<file path="config.mk">
export PLATFORM = sky130hd
export DESIGN_NAME = fetchstage_flat
export DESIGN_NICKNAME = d
export VERILOG_FILES = /design/src/rtl/fetchstage_if.sv /design/src/rtl/fetchstage.sv /design/src/flat_wrapper.sv
export SDC_FILE = /design/constraint.sdc
export NUM_CORES = 1
export LEC_CHECK = 0
export CAP_MARGIN = 5
export CORE_UTILIZATION = 54
export CTS_BUF_LIST = sky130_fd_sc_hd__clkbuf_16
export DETAILED_ROUTE_END_ITERATION = 10
export PLACE_DENSITY = 0.91
export SLEW_MARGIN = 15
export SYNTH_ARGS = -nofsm -noshare
export SYNTH_HDL_FRONTEND = slang
export SYNTH_SLANG_ARGS = --single-unit
export TNS_END_PERCENT = 30
</file>
<file path="constraint.sdc">
create_clock -name clk -period 9.2 [get_ports clk]
set_input_delay 1.84 -clock clk [delete_from_list [all_inputs] [get_ports clk]]
set_output_delay 1.84 -clock clk [all_outputs]
set_load 0.1 [all_outputs]
</file>
<file path="src/rtl/fetchstage_if.sv">
// Instruction-memory request/response bus between the fetch stage (master) and imem (slave).
interface fetchstage_if #(
  parameter int width = 32
);
  logic             imem_req;
  logic [width-1:0] imem_addr;
  logic             imem_gnt;
  logic             imem_rvalid;
  logic [width-1:0] imem_rdata;

  modport master (
    output imem_req,
    output imem_addr,
    input  imem_gnt,
    input  imem_rvalid,
    input  imem_rdata
  );

  modport slave (
    input  imem_req,
    input  imem_addr,
    output imem_gnt,
    output imem_rvalid,
    output imem_rdata
  );
endinterface

</file>
<file path="src/rtl/fetchstage.sv">
// RV32I fetch stage: PC owner, up to 2 in-order outstanding imem requests, 2-entry word queue.
// Optional FETCH_BYPASS_EN: an empty queue forwards imem_rdata straight to inst.
module fetchstage #(
  parameter int               width    = 32,
  parameter logic [width-1:0] RESET_PC = '0
) (
  input  logic             clk,
  input  logic             rst,
  input  logic             stall,
  input  logic             jmp,
  input  logic [width-1:0] jmp_target,
  fetchstage_if.master     imem,
  output logic [width-1:0] inst,
  output logic [width-1:0] addr
);

  localparam logic [width-1:0] NOP  = width'(32'h0000_0013);
  localparam logic [width-1:0] STEP = width'(4);

  logic [width-1:0] pc_reg, pc_next;
  logic [width-1:0] deq_pc_reg, deq_pc_next;
  logic [width-1:0] q_mem [2];
  logic             head_reg, head_next;
  logic             tail_reg, tail_next;
  logic [1:0]       count_reg, count_next;
  logic [1:0]       live_reg, live_next;
  logic [1:0]       kill_reg, kill_next;

  logic [width-1:0] target;
  logic [2:0]       mem_credit;
  logic [2:0]       q_credit;
  logic             req;
  logic             grant;
  logic             resp_drop;
  logic             resp_keep;
  logic             advance;
  logic             bypass_hit;
  logic             bypass_take;
  logic             pop;
  logic             push;

  assign target     = jmp_target & ~width'(3);
  assign mem_credit = 3'(live_reg) + 3'(kill_reg);
  assign q_credit   = 3'(count_reg) + 3'(live_reg);
  assign req        = !rst && !jmp && (mem_credit < 3'd2) && (q_credit < 3'd2);
  assign grant      = req && imem.imem_gnt;
  assign resp_drop  = imem.imem_rvalid && (kill_reg != 2'd0);
  assign resp_keep  = imem.imem_rvalid && (kill_reg == 2'd0);
  assign advance    = !stall && !jmp;
  assign pop        = advance && (count_reg != 2'd0);

`ifdef FETCH_BYPASS_EN
  assign bypass_hit = (count_reg == 2'd0) && resp_keep;
`else
  assign bypass_hit = 1'b0;
`endif

  // A bypassed word consumed by decode this cycle never enters the queue.
  assign bypass_take = advance && bypass_hit;
  assign push        = resp_keep && !jmp && !bypass_take;

  assign imem.imem_req  = req;
  assign imem.imem_addr = pc_reg;
  assign addr           = deq_pc_reg;

  always_comb begin
    inst = NOP;
    if (jmp) begin
      inst = NOP;
    end else if (count_reg != 2'd0) begin
      inst = q_mem[head_reg];
`ifdef FETCH_BYPASS_EN
    end else if (bypass_hit) begin
      inst = imem.imem_rdata;
`endif
    end
  end

  always_comb begin
    pc_next     = pc_reg;
    deq_pc_next = deq_pc_reg;
    head_next   = head_reg;
    tail_next   = tail_reg;
    count_next  = count_reg;
    live_next   = live_reg;
    kill_next   = kill_reg;
    if (jmp) begin
      pc_next     = target;
      deq_pc_next = target;
      head_next   = 1'b0;
      tail_next   = 1'b0;
      count_next  = 2'd0;
      live_next   = 2'd0;
      // Everything still in flight becomes a response to discard.
      kill_next   = 2'(kill_reg + live_reg - 2'(imem.imem_rvalid));
    end else begin
      if (grant) begin
        pc_next = pc_reg + STEP;
      end
      if (pop || bypass_take) begin
        deq_pc_next = deq_pc_reg + STEP;
      end
      if (pop) begin
        head_next = ~head_reg;
      end
      if (push) begin
        tail_next = ~tail_reg;
      end
      count_next = count_reg + 2'(push) - 2'(pop);
      live_next  = live_reg + 2'(grant) - 2'(resp_keep);
      if (resp_drop) begin
        kill_next = kill_reg - 2'd1;
      end
    end
  end

  always_ff @(posedge clk) begin
    if (rst) begin
      pc_reg     <= RESET_PC;
      deq_pc_reg <= RESET_PC;
      head_reg   <= 1'b0;
      tail_reg   <= 1'b0;
      count_reg  <= 2'd0;
      live_reg   <= 2'd0;
      kill_reg   <= 2'd0;
    end else begin
      pc_reg     <= pc_next;
      deq_pc_reg <= deq_pc_next;
      head_reg   <= head_next;
      tail_reg   <= tail_next;
      count_reg  <= count_next;
      live_reg   <= live_next;
      kill_reg   <= kill_next;
    end
  end

  always_ff @(posedge clk) begin
    if (push) begin
      q_mem[tail_reg] <= imem.imem_rdata;
    end
  end

endmodule
</file>
<file path="src/flat_wrapper.sv">
// flat-port wrapper written by rule: the top's interface ports become plain ports
module fetchstage_flat 
#(
  parameter int               width    = 32,
  parameter logic [width-1:0] RESET_PC = '0
)
  (clk, rst, stall, jmp, jmp_target, inst, addr, imem_imem_req, imem_imem_addr, imem_imem_gnt, imem_imem_rvalid, imem_imem_rdata);
  fetchstage_if #(.width(width)) imem_i ();
  input  logic clk;
  input  logic rst;
  input  logic stall;
  input  logic jmp;
  input  logic [width-1:0] jmp_target;
  output logic [width-1:0] inst;
  output logic [width-1:0] addr;
  output wire logic [$bits(imem_i.imem_req)-1:0] imem_imem_req;
  output wire logic [$bits(imem_i.imem_addr)-1:0] imem_imem_addr;
  input wire logic [$bits(imem_i.imem_gnt)-1:0] imem_imem_gnt;
  input wire logic [$bits(imem_i.imem_rvalid)-1:0] imem_imem_rvalid;
  input wire logic [$bits(imem_i.imem_rdata)-1:0] imem_imem_rdata;
  assign imem_imem_req = imem_i.imem_req;
  assign imem_imem_addr = imem_i.imem_addr;
  assign imem_i.imem_gnt = imem_imem_gnt;
  assign imem_i.imem_rvalid = imem_imem_rvalid;
  assign imem_i.imem_rdata = imem_imem_rdata;
  fetchstage #(.width(width), .RESET_PC(RESET_PC)) u_core (.clk(clk), .rst(rst), .stall(stall), .jmp(jmp), .jmp_target(jmp_target), .imem(imem_i), .inst(inst), .addr(addr));
endmodule
</file>
==> flow_summary.yaml, run 1 <==
setup_path:
  r2r-end: "u_core.live_reg[1]$_SDFF_PP0_"
  r2r_slack_ns: 5.68
  crit_top_cell: "buf_4"
  worstSetupPathType: "input port to primary output"
  worstPathMaxFanout: 46
  cp-end-kind: "primary output"
  critPathRequiredTime_ns: 7.36
  cp.arrival_ns: 4.25
  crit_slowest_cell: "clkdlybuf4s50_1"
  critical-path-max-stage-delay_ns: 1.13
  crit_chain: "buf_2, buf_4, o21bai_2, buf_4, a211o_1, clkdlybuf4s50_1"
  cp-start-kind: "input port"
  rr_worst_depth: 10
  cp_num_buf_inv: 4
  timing.rr.start: "u_core.kill_reg[0]$_SDFFE_PP0P_"
  cp_top_family: "buffers and inverters"
place:
  gp_congestion: 0.877
  numPortBuffers: 160
  hpwl_um: 12600
clock_network:
  clk_pin_slew_ns: 0.06
  cts_sinks: 133
  cts_max_path_buffers: 2
  numCtsBuffers: 17
  htreeDepth: 4
  insertion_delay_ns: 0.42
  cts_tree: "built"
  cts-root-buf: "clkbuf_16"
  post-cts-setup-buffers: 0
  cts_resized: 0
  hold_buffers: 0
routing:
  wire_per_inst_um: 19.9
  vias: 6206
  firstDrtPassIters: 5
  drt-initial-drc-count: 608
  wl_um: 19400
  final_antenna_net_count: 0
  drc: 0
  viasPerCell: 6.37
global_route:
  grtUsageTotal: 0.306
  overflow: 0
  grt_max_degree: 47
  grt_pass1_wl_um: 30400
  antenna_found_initial: 0
  grt_pass1_vias: 6004
worst_hold_path:
  hp-class: "register to register"
  whs_endpoint: "u_core.addr[3]$_SDFFE_PP0P_"
  hp-start: "u_core.addr[3]$_SDFFE_PP0P_"
  hold_depth: 2
synthesis:
  synth_seq_cells: 133
  postSynth.asyncResetShare: 0
  synthCells: 666
  synth_seq_area_share: 0.495
  yosys-top-cells-count: "dfxtp_1, nor2_1, edfxtp_1"
  yosys_warnings: 0
  syn_area_um2: 6680
  synth_area_leader_cell: "edfxtp_1"
  synth_flop_cell: "dfxtp_1"
  synthTopCellsByArea: "edfxtp_1, dfxtp_1, mux2i_1"
  synth-edff-count: 64
  avgSynthCellArea_um2: 10.0
  synth.distinct_cells: 66
  synth_most_common_cell: "dfxtp_1"
  synth_top_area_frac: 0.288
die:
  dieArea_um2: 12800
  fp.dieW_um: 113
  die_h_um: 113
  io_pins: 167
  core.rowCount: 40
  core-area_um2: 12000
  initial_utilization: 0.556
sta:
  max_freq_mhz: 164
  fin_crit_sh: 0.662
  worst_slew_margin_rel: 0.301
  slew_violations: 0
  setup_viol: 0
  skew_ns: 0.00934
  tightest_slew_ns: 1.04
  setup-tns-final_ns: 0
  grt_setup_unrepaired: "false"
  fin_crit_ns: 6.09
  finalHoldViolations: 0
power_and_ir_drop:
  ir_drop_v: 0.000116
  p_per_area_nw_per_um2: 191
  p_leak_nw: 3.07
  p_total_mw: 1.71
layout:
  antenna_cells: 0
  drive_gt1_frac: 0.0726
  fill_cells: 773
  area_delta_synth_final_pct: 33.6
  largest_reg_flops: 64
  nets: 896
  top_register: "u_core.q_mem"
outcome:
  status: "complete, no violations"
job:
  cap_violations: 0
layout make-up:
cell class / count / area (um^2) / share of cell area
inverters: 40 / 150 / 0.0168
clock inverters: 15 / 134 / 0.0150
flip-flops and latches: 133 / 3300 / 0.370
repair buffers: 168 / 1660 / 0.186
clock buffers: 17 / 425 / 0.0477
multi-input cells: 454 / 3070 / 0.344
well taps: 147 / 184 / 0.0206
power breakdown:
part	leakage, nW	internal [mW]	switching, mW	total (mW)
clock	0.275	0.373	0.272	0.646
combinational	1.64	0.108	0.256	0.365
sequential	1.15	0.658	0.0377	0.695
through the flow:
step | hold WS (ns) | util | instance area [um^2] | std cells | setup slack, ns
3_3_place_gp | 0.495 | 0.696 | 8360 | 942 | 3.21
6_report | 0.532 | 0.743 | 8920 | 974 | 3.11
4_1_cts | 0.526 | 0.743 | 8920 | 974 | 3.12
2_1_floorplan | 0.481 | - | 6690 | 669 | 3.51
5_1_grt | 0.562 | 0.743 | 8920 | 974 | 3.02
3_5_place_dp | 0.514 | 0.696 | 8360 | 942 | 3.17
layout by cell type, fill, tap and decap left out, types with 20 or more instances in the layout:
cell	instances
clkdlybuf4s50_1	159
dfxtp_1	68
nor2_1	65
edfxtp_1	64
nand2_1	48
inv_1	40
mux2i_1	30
nor4_1	26
a21oi_1	22
nand4_1	22
o31a_1	20
worst max path at each step:
stage	slack [ns]	startpoint	cells after the start	endpoint
5_1_grt	3.02	jmp	6	inst[1]
4_1_cts	3.12	jmp	6	inst[1]
6_report	3.11	jmp	6	inst[1]
3_3_place_gp	3.21	jmp	6	inst[1]
2_1_floorplan	3.51	jmp	5	inst[11]
3_5_place_dp	3.17	jmp	6	inst[0]
logic make-up (layout without fill, tap and decap cells):
kind of cell | Yosys count | after routing | synth area share
flip-flops | 133 | 133 | 0.495
other | 1 | 4 | 0.000561
AO/OA/AOI/OAI | 131 | 131 | 0.146
multiplexers | 30 | 30 | 0.0450
adder cells (fa/ha/maj) | 12 | 12 | 0.0247
XOR/XNOR | 22 | 22 | 0.0289
buffers and inverters | 82 | 240 | 0.0491
AND/OR/NAND/NOR | 255 | 255 | 0.212
tightest hold or removal path: cells and delay by family (launching register included):
kind	cells	cell delay (ns)
compound gates	1	0.07
flops	1	0.34
simple gates	1	0.07
layer usage:
metal  GRT usage  up-vias  wire, um
li1            -     2794         -
met1       0.376     2931      7440
met2       0.501      407      9390
met3      0.0836       74      1820
met4       0.145        0       716
met5           0        -         0
No activity file was read; power rests on OpenSTA's default activity.
==> inputs of run 2 (changes only) <==
Settings changed: CORE_UTILIZATION 54 to 45, PLACE_DENSITY 0.91 to 0.81.
Clock period 9.2 ns to 5 ns, I/O delays scaled along.
==> flow_summary.yaml, run 2 (same netlist as run 1, synthesis figures left out) <==
sta:
  tightest_slew_ns: 1.04
  finalHoldViolations: 0
  skew_ns: 0.00410
  worst_slack_ns: 1.34
  slew_violations: 0
  grt_setup_unrepaired: "false"
  fin_crit_sh: 0.732
  fin_crit_ns: 3.66
  max_freq_mhz: 273
  setup-tns-final_ns: 0
  worst_slew_margin_rel: 0.302
  setup_viol: 0
clock_network:
  insertion_delay_ns: 0.42
  cts-root-buf: "clkbuf_16"
  cts_max_path_buffers: 2
  cts_sinks: 133
  hold_buffers: 0
  numCtsBuffers: 17
  clk_pin_slew_ns: 0.06
  cts_tree: "built"
  post-cts-setup-buffers: 0
  cts_resized: 0
  htreeDepth: 4
global_route:
  antenna_found_initial: 0
  grt_max_degree: 47
  overflow: 0
  grtUsageTotal: 0.236
  grt_pass1_vias: 5238
  grt_pass1_wl_um: 27400
layout:
  fin_area_um2: 8940
  top_register: "u_core.q_mem"
  area_delta_synth_final_pct: 33.9
  antenna_cells: 0
  drive_gt1_frac: 0.112
  layout.cells.non_filler: 1011
  fill_cells: 1228
  multiInputGateArea_um2: 3070
  nets: 896
  layout_common_cells: "clkdlybuf4s50_1, dfxtp_1, nor2_1, edfxtp_1, nand2_1"
  largest_reg_flops: 64
  final_common_cell: "clkdlybuf4s50_1"
  post-route-util: 0.615
  seq_area_um2: 3300
die:
  core-area_um2: 14500
  core.rowCount: 44
  initial_utilization: 0.460
  fp.dieW_um: 124
  dieArea_um2: 15300
  die_h_um: 124
  io_pins: 167
setup_path:
  critPathRequiredTime_ns: 4.00
  cp-end-kind: "primary output"
  cp.arrival_ns: 2.66
  worstSetupPathType: "register to primary output"
  cp-start-kind: "register"
  worstPathMaxFanout: 8
routing:
  drc: 0
  drt-initial-drc-count: 462
  firstDrtPassIters: 5
  wire_per_inst_um: 17.5
  wl_um: 17700
  vias: 5842
  final_antenna_net_count: 0
  viasPerCell: 5.78
place:
  placed_area_um2: 8330
  numPortBuffers: 160
  dp_cells: 979
  hpwl_um: 12400
  dpl_worst_slack_ns: 1.47
  gp_congestion: 0.908
power_and_ir_drop:
  p_per_area_nw_per_um2: 361
  ir_drop_v: 0.000244
  p_leak_nw: 3.15
worst_hold_path:
  hp-class: "register to register"
outcome:
  status: "complete, no violations"
job:
  cap_violations: 0
-- run 2: cell types whose count changed in the layout (fill, tap and decap cells not counted), sizes merged --
cell,before,now
inv,45,41
buf,9,42
clkdlybuf4s50,159,126
bufinv,1,4
clkinv,6,7
-- run 2: cell type report --
cell class / count / share of cell area
clock buffer: 17 / 0.0476
multi-input combinational: 454 / 0.343
clock inverter: 15 / 0.0210
inverter: 40 / 0.0168
sequential: 133 / 0.370
tap: 184 / 0.0258
timing repair buffer: 168 / 0.176
-- run 2: routing by layer --
metal  up-vias  wire [um]  track usage
li1       2796          -            -
met1      2815       7670        0.317
met2       198       8610        0.370
met3        33       1010       0.0449
met4         0        442        0.100
met5         -          0            0
-- run 2: power breakdown --
group | switching [mW] | total, mW | leakage, nW | internal, mW
Combinational | 0.461 | 0.656 | 1.70 | 0.195
Sequential | 0.0647 | 1.28 | 1.15 | 1.21
Clock | 0.470 | 1.30 | 0.298 | 0.828
-- run 2: worst paths after layout --
kind / slack [ns] / from / depth (start not counted) / endpoint
worst min-delay path: 0.52 / u_core.head_reg$_SDFFE_PP0P_ / 2 / register
worst max-delay path: 1.34 / u_core.kill_reg[0]$_SDFFE_PP0P_ / 6 / imem_imem_req
worst min register to register: 0.52 / u_core.head_reg$_SDFFE_PP0P_ / 2 / register
worst max register to register: 1.68 / u_core.kill_reg[0]$_SDFFE_PP0P_ / 10 / u_core.live_reg[1]$_SDFF_PP0_
-- run 2: metrics by stage --
step	hold slack, ns	total power, mW
CTS	0.526	3.25
finish	0.523	3.23
detailed placement	0.513	1.95
floorplan	0.481	1.76
global route	0.557	3.34
global placement	0.497	1.94
-- run 2: critical path: stages (launching register included) --
cell     delay (ns)
dfxtp_1        0.33
inv_1          0.08
nor2_1         0.14
fa_1           0.44
nor4_2         0.72
and2_1         0.23
buf_4          0.29
==> inputs of run 3 (changes only) <==
Clock period 5 ns to 3.25 ns, I/O delays scaled along.
==> flow_summary.yaml, run 3 (same netlist as run 1, synthesis figures left out) <==
sta:
  skew_ns: 0.00759
  fin_crit_ns: 2.93
  worst_slew_margin_rel: 0.519
  hold-worst-slack_ns: 0.510
  grt_setup_unrepaired: "false"
  setup_viol: 0
  tightest_slew_ns: 0.715
  slew_violations: 0
  finalHoldViolations: 0
  setup-tns-final_ns: 0
  fin_crit_sh: 0.901
  max_freq_mhz: 341
layout:
  final_common_cell: "buf_4"
  nets: 903
  area_delta_synth_final_pct: 39.3
  layout.cells.non_filler: 1019
  layout_common_cells: "buf_4, dfxtp_1, clkdlybuf4s50_1, nor2_1, edfxtp_1"
  fill_cells: 1156
  largest_reg_flops: 64
  fin_area_um2: 9300
  top_register: "u_core.q_mem"
  drive_gt1_frac: 0.187
outcome:
  status: "complete, no violations"
clock_network:
  cts_sinks: 133
  hold_buffers: 0
  post-cts-setup-buffers: 0
  insertion_delay_ns: 0.42
  cts_max_path_buffers: 2
  numCtsBuffers: 17
  cts-root-buf: "clkbuf_16"
  cts_tree: "built"
  htreeDepth: 4
  cts_resized: 0
  clk_pin_slew_ns: 0.05
routing:
  vias: 5971
  viasPerCell: 5.86
  wl_um: 18000
  wire_per_inst_um: 17.7
  drc: 0
  firstDrtPassIters: 7
  drt-initial-drc-count: 494
  final_antenna_net_count: 0
place:
  placed_area_um2: 8670
  hpwl_um: 12600
  gp_congestion: 0.903
  numPortBuffers: 160
  dp_cells: 986
global_route:
  grt_pass1_wl_um: 27600
  antenna_found_initial: 1
  grt_pass1_vias: 5262
  grtUsageTotal: 0.239
  overflow: 0
  grt_max_degree: 63
setup_path:
  worstPathMaxFanout: 8
  cp-start-kind: "register"
  worstSetupPathType: "register to primary output"
  critPathRequiredTime_ns: 2.60
  cp-end-kind: "primary output"
  cp.arrival_ns: 2.28
job:
  cap_violations: 0
die:
  core.rowCount: 44
  dieArea_um2: 15300
  fp.dieW_um: 124
  core-area_um2: 14500
  initial_utilization: 0.460
  io_pins: 167
  die_h_um: 124
power_and_ir_drop:
  p_seq_frac: 0.390
  pwr-share-clk: 0.403
  p_per_area_nw_per_um2: 541
  power_switching_mw: 1.51
  internal_power_mw: 3.52
  p_leak_nw: 3.40
  ir_drop_v: 0.000399
  combPwrFrac: 0.207
  netSwitchingFraction: 0.300
  p_total_mw: 5.03
worst_hold_path:
  hp-class: "register to register"
run 3: changes by cell type in the layout (fill, tap and decap cells not counted), sizes merged:
cell and delta:
buf +67, bufinv +1, clkinvlp -2, diode +1, clkdlybuf4s50 -60, clkinv +1
run 3: power groups by stage:
stage | Combinational [mW] | Sequential, mW | Clock, mW
after floorplan | 0.387 | 2.32 | 0
after global placement | 1.03 | 1.99 | 0
after detailed placement | 1.04 | 1.99 | 0
after CTS | 1.05 | 1.96 | 2.04
after global routing | 1.10 | 1.98 | 2.13
final | 1.04 | 1.96 | 2.03
run 3: critical path, cell delays in order (launching register included):
cell     delay (ns)
dfxtp_1        0.33
inv_1          0.09
nor2_1         0.14
fa_1           0.44
nor4_2         0.28
buf_4          0.20
and2_1         0.20
buf_12         0.19
run 3: stage by stage:
| stage | utilization | setup WS (ns) |
|---|---|---|
| 2_1_floorplan | - | -0.0551 |
| 3_3_place_gp | 0.597 | 0.434 |
| 3_5_place_dp | 0.597 | 0.419 |
| 4_1_cts | 0.639 | 0.307 |
| 5_1_grt | 0.640 | 0.194 |
| 6_report | 0.640 | 0.321 |
run 3: worst paths after layout:
path	start	endpoint	slack, ns	depth (start not counted)
worst min register to register	u_core.head_reg$_SDFFE_PP0P_	register	0.51	2
worst min-delay path	u_core.head_reg$_SDFFE_PP0P_	register	0.51	2
worst max-delay path	u_core.kill_reg[0]$_SDFFE_PP0P_	imem_imem_req	0.32	7
worst max register to register	u_core.kill_reg[0]$_SDFFE_PP0P_	u_core.live_reg[1]$_SDFF_PP0_	0.56	11
run 3: layout make-up:
class / count / area, um^2 / share of cell area
antenna: 1 / 2.50 / 0.000269
clock buffer: 17 / 425 / 0.0457
clock inverter: 15 / 194 / 0.0209
inverter: 40 / 150 / 0.0161
multi-input combinational: 454 / 3080 / 0.331
sequential: 133 / 3300 / 0.355
tap: 184 / 230 / 0.0248
timing repair buffer: 175 / 1910 / 0.206
run 3: layer usage:
| layer | GRT usage | part of all wire | vias up |
|---|---|---|---|
| met4 | 0.0813 | 0.019 | 0 |
| li1 | - | - | 2822 |
| met5 | 0 | 0 | - |
| met2 | 0.373 | 0.48 | 251 |
| met3 | 0.0527 | 0.065 | 33 |
| met1 | 0.327 | 0.43 | 2865 |
